===== src/rtl/cdc_pkg.sv =====
// Shared constants and types for the slow-to-fast level crossing.
// Build option: define CDC_EDGE_FILTER_EN to enable the level filter.
package cdc_pkg;

    localparam int SYNC_STAGES_MIN = 2;
    localparam int SYNC_STAGES_MAX = 4;
    localparam int FILTER_CNT_W    = 4;

    typedef struct packed {
        logic rise;
        logic fall;
    } edge_pulse_t;

endpackage


===== src/rtl/sync_chain.sv =====
// Multi-flop synchronizer bringing an asynchronous level into fast_clk.
// Stage 0 samples d directly; q is the last stage.
module sync_chain #(
    parameter int STAGES = 2
) (
    input  logic fast_clk,
    input  logic rst,
    input  logic d,
    output logic q
);

    (* ASYNC_REG = "TRUE" *) logic [STAGES-1:0] r_sync;

    // Shift the raw level through the synchronizer flops.
    always_ff @(posedge fast_clk or posedge rst) begin
        if (rst) begin
            r_sync <= '0;
        end else begin
            r_sync <= {r_sync[STAGES-2:0], d};
        end
    end

    assign q = r_sync[STAGES-1];

endmodule


===== src/rtl/cdc_edge_detector.sv =====
// Synchronizes slow_data into fast_clk and emits one-cycle edge pulses.
// Build option: define CDC_EDGE_FILTER_EN for a FILTER_CYCLES level filter.
module cdc_edge_detector
    import cdc_pkg::*;
#(
    parameter int SYNC_STAGES   = 2,
    parameter int FILTER_CYCLES = 3
) (
    input  logic fast_clk,
    input  logic rst,
    input  logic slow_data,
    output logic data_rise,
    output logic data_fall,
    output logic data_sync
);

    if (SYNC_STAGES < SYNC_STAGES_MIN || SYNC_STAGES > SYNC_STAGES_MAX) begin : g_bad_stages
        $error("SYNC_STAGES must be in 2..4");
    end

    if (FILTER_CYCLES < 1 || FILTER_CYCLES > 15) begin : g_bad_filter
        $error("FILTER_CYCLES must be in 1..15");
    end

    logic        w_sync;
    logic        r_level;
    logic        r_prev;
    edge_pulse_t r_pulse;

    sync_chain #(
        .STAGES (SYNC_STAGES)
    ) u_sync (
        .fast_clk (fast_clk),
        .rst      (rst),
        .d        (slow_data),
        .q        (w_sync)
    );

`ifdef CDC_EDGE_FILTER_EN
    localparam logic [FILTER_CNT_W-1:0] L_FILT = FILTER_CNT_W'(FILTER_CYCLES);

    logic [FILTER_CNT_W-1:0] r_cnt;

    // Accept a new level only after it persists past the filter window.
    always_ff @(posedge fast_clk or posedge rst) begin
        if (rst) begin
            r_cnt   <= '0;
            r_level <= 1'b0;
        end else if (w_sync == r_level) begin
            r_cnt   <= '0;
        end else if (r_cnt == L_FILT) begin
            r_cnt   <= '0;
            r_level <= ~r_level;
        end else if (r_cnt != '1) begin
            r_cnt   <= r_cnt + 1'b1;
        end
    end
`else
    // Accepted level is the registered synchronizer output.
    always_ff @(posedge fast_clk or posedge rst) begin
        if (rst) begin
            r_level <= 1'b0;
        end else begin
            r_level <= w_sync;
        end
    end
`endif

    // Compare against the previous accepted level to form edge pulses.
    always_ff @(posedge fast_clk or posedge rst) begin
        if (rst) begin
            r_prev  <= 1'b0;
            r_pulse <= '0;
        end else begin
            r_prev       <= r_level;
            r_pulse.rise <= r_level & ~r_prev;
            r_pulse.fall <= ~r_level & r_prev;
        end
    end

    assign data_rise = r_pulse.rise;
    assign data_fall = r_pulse.fall;
    assign data_sync = r_level;

endmodule


===== config.mk =====
export PLATFORM = sky130hd
export DESIGN_NAME = cdc_edge_detector
export DESIGN_NICKNAME = d
export VERILOG_FILES = /design/src/rtl/cdc_pkg.sv /design/src/rtl/sync_chain.sv /design/src/rtl/cdc_edge_detector.sv
export SDC_FILE = /design/constraint.sdc
export NUM_CORES = 1
export LEC_CHECK = 0
export CORE_AREA = 3 3 40 42
export CTS_CLUSTER_DIAMETER = 100
export DETAILED_ROUTE_END_ITERATION = 10
export DIE_AREA = 0 0 43 45
export GPL_ROUTABILITY_DRIVEN = 0
export GPL_TIMING_DRIVEN = 0
export PLACE_DENSITY = 0.3
export SLEW_MARGIN = 20
export SYNTH_ARGS = -nofsm -noshare
export SYNTH_HDL_FRONTEND = slang
export SYNTH_SLANG_ARGS = --single-unit

===== constraint.sdc =====
create_clock -name fast_clk -period 0.8 [get_ports fast_clk]
set_input_delay 0.16 -clock fast_clk [delete_from_list [all_inputs] [get_ports fast_clk]]
set_output_delay 0.16 -clock fast_clk [all_outputs]
set_load 0.01 [all_outputs]

==> qor.yml, run 1 <==
status:
  status: "finished with violations"
  violations: "setup timing"
setup_path:
  crit_slowest_cell: "dfrtp_1"
  r2r_end: "data_rise"
  rrSetupSlack_ps: -90
  critPathBufInv: 1
  timing.rr.start: "data_sync"
  cp_data_required_time_ps: 640
  cp.depth: 1
  arrival_ps: 740
  ff2ff_path_depth: 3
  cp-start-kind: "flop"
  setup.worst_path.end_class: "output port"
  cp_top_family: "flip-flops"
  cp_cell_sequence: "buf_2"
  path_max_fanout: 2
  max_stage_delay_ps: 370
  worstSetupPathType: "reg2out"
global_route:
  grt_pass1_wl_um: 489
  grt_max_degree: 7
  antenna_found_initial: 0
  grt_pass1_vias: 115
  track_usage_pct: 4.28
  grt_overflow_total: 0
power_and_ir_drop:
  peakVddDrop_mv: 0.627
  power_density_nw_per_um2: 2410
  power_uw: 637
  power_leakage_nw: 0.131
sta:
  slew-limit-headroom_pct: 85.2
  tns_ps: -340
  clock_skew_ps: 1.20
  layout_min_cycle_time_ps: 904
  whs_ps: 130
  tightestPinTransition_ps: 221
  drv_slew: 0
  setup_violations: 4
  finalWorstSetupSlack_ps: -104
  fin_crit_sh_pct: 113
  rsz0062_at_grt: "yes"
  max_freq_ghz: 1.11
  finalHoldViolations: 0
yosys:
  ys_seq_area_share_pct: 88.9
  synth_cells: 9
  syn_nets: 12
  synth_area_um2: 169
  synth_seq_cells: 6
  synth_area_per_cell_um2: 18.8
  ys_types: 4
  ys_warn_count: 0
placed_design:
  dp_slack_ps: -275
  numPortBuffers: 5
route:
  drt_wl_total_um: 243
  viasPerCell: 2.88
  drtIter0Drc: 1
  antenna_left: 0
  drc: 0
  wl_per_cell_um: 7.15
  vias: 98
  first_pass_iters: 2
floorplanning:
  core_um2: 1280
  rows: 13
  dieArea_um2: 1940
  top_level_ports: 6
  die_w_um: 43
  die_h_um: 45
  initial_core_util_pct: 13.1
clock_network:
  clock_sink_count: 6
  cts_buffers: 3
  cts_buffer_depth: 2
  path_clk_slew_ps: 40
  clk_latency_ps: 240
  cts_tree: "built"
  cts_root_buf: "clkbuf_4"
  htree_levels: 1
min_path:
  hold_path_class: "in2async"
layout:
  syn_to_final_growth_pct: 56.3
  fin_nets: 24
  final_cell_mix: "6 x dfrtp_1, 3 x clkbuf_4, 3 x buf_2"
  final_common_cell: "dfrtp_1"
  drive_above_1_share_pct: 47.4
  antenna_cells: 0
job:
  maxCapViolCount: 0
==> synthesized netlist by cell type <==
cell type	number	area share (%)
and2b_2	1	5.2
dfrtp_1	6	89
inv_1	1	2.2
nor2b_1	1	3.7
==> timing repair <==
action | CTS | global route
hold buffers | 0 | 0
cloned | 0 | 0
gates resized for setup | 12 | 1
setup endpoints to repair | 3 | 4
buffers inserted | 1 | 1
==> cell families (layout without fill, tap and decap cells) <==
kind of cell | Yosys count | count (layout) | share of synthesized area [%]
DFF | 6 | 6 | 88.9
and+or+nand+nor | 2 | 2 | 8.89
buffers and inverters | 1 | 11 | 2.22
==> worst max path at each step <==
stage | start | to | slack, ps
floorplan | data_sync | data_rise | 80
global placement | data_sync | data_sync | -280
detailed placement | data_sync | data_sync | -280
CTS | data_sync | data_sync | -110
global route | data_sync | data_sync | -150
finish | data_sync | data_sync | -100
==> worst register-to-register path: cells and delay by family (launching register included) <==
kind | cells | cell delay [ps]
buffers and inverters | 2 | 240
and+or+nand+nor | 1 | 170
DFF | 1 | 370
==> routing by layer <==
metal | GRT usage (%) | vias up | share of wire, %
met5 | 0 | - | 0
met1 | 3.46 | 46 | 40
met3 | 4.78 | 0 | 14
met4 | 5.42 | 0 | 0
met2 | 4.79 | 6 | 46
li1 | - | 46 | -
==> state kept, by name (all words and copies together) (netlist names) <==
signal         cells
data_fall          1
data_rise          1
data_sync          1
r_prev             1
u_sync.r_sync      2
==> report_power, final <==
group | switching (mW) | total (mW) | leakage, nW | internal, mW
combinational | 0.0171 | 0.0421 | 0.0447 | 0.0250
sequential | 0.00405 | 0.324 | 0.0724 | 0.320
clock | 0.101 | 0.271 | 0.0138 | 0.169
total | 0.123 | 0.637 | 0.131 | 0.514
==> area by class of cell <==
| class | instances | area, um2 |
|---|---|---|
| Inverter | 1 | 3.75 |
| Timing Repair Buffer | 7 | 53.8 |
| Sequential cell | 6 | 150 |
| Multi-Input combinational cell | 2 | 15.0 |
| Clock buffer | 3 | 22.5 |
| Tap cell | 15 | 18.8 |
| Fill cell | 142 | 1020 |
==> stage by stage <==
step,cell area (um2),utilization [%],instances
2_1_floorplan,169,-,9
5_1_grt,264,20.5,34
3_5_place_dp,238,18.5,29
3_3_place_gp,238,18.5,29
4_1_cts,253,19.7,33
6_report,264,20.5,34
No activity file was read; power rests on OpenSTA's default activity.
==> inputs of run 2 (changes only) <==
--- a/config.mk
+++ b/config.mk
@@ -5,6 +5,7 @@
 export SDC_FILE = /design/constraint.sdc
 export NUM_CORES = 1
 export LEC_CHECK = 0
+export ABC_CLOCK_PERIOD_IN_PS = 800
 export CORE_AREA = 3 3 40 42
 export CTS_CLUSTER_DIAMETER = 100
 export DETAILED_ROUTE_END_ITERATION = 10
@@ -12,7 +13,6 @@
 export GPL_ROUTABILITY_DRIVEN = 0
 export GPL_TIMING_DRIVEN = 0
 export PLACE_DENSITY = 0.3
-export SLEW_MARGIN = 20
 export SYNTH_ARGS = -nofsm -noshare
 export SYNTH_HDL_FRONTEND = slang
 export SYNTH_SLANG_ARGS = --single-unit
==> results of run 2 <==
No change in the layout: final DEF, timing and power equal those of run 1.
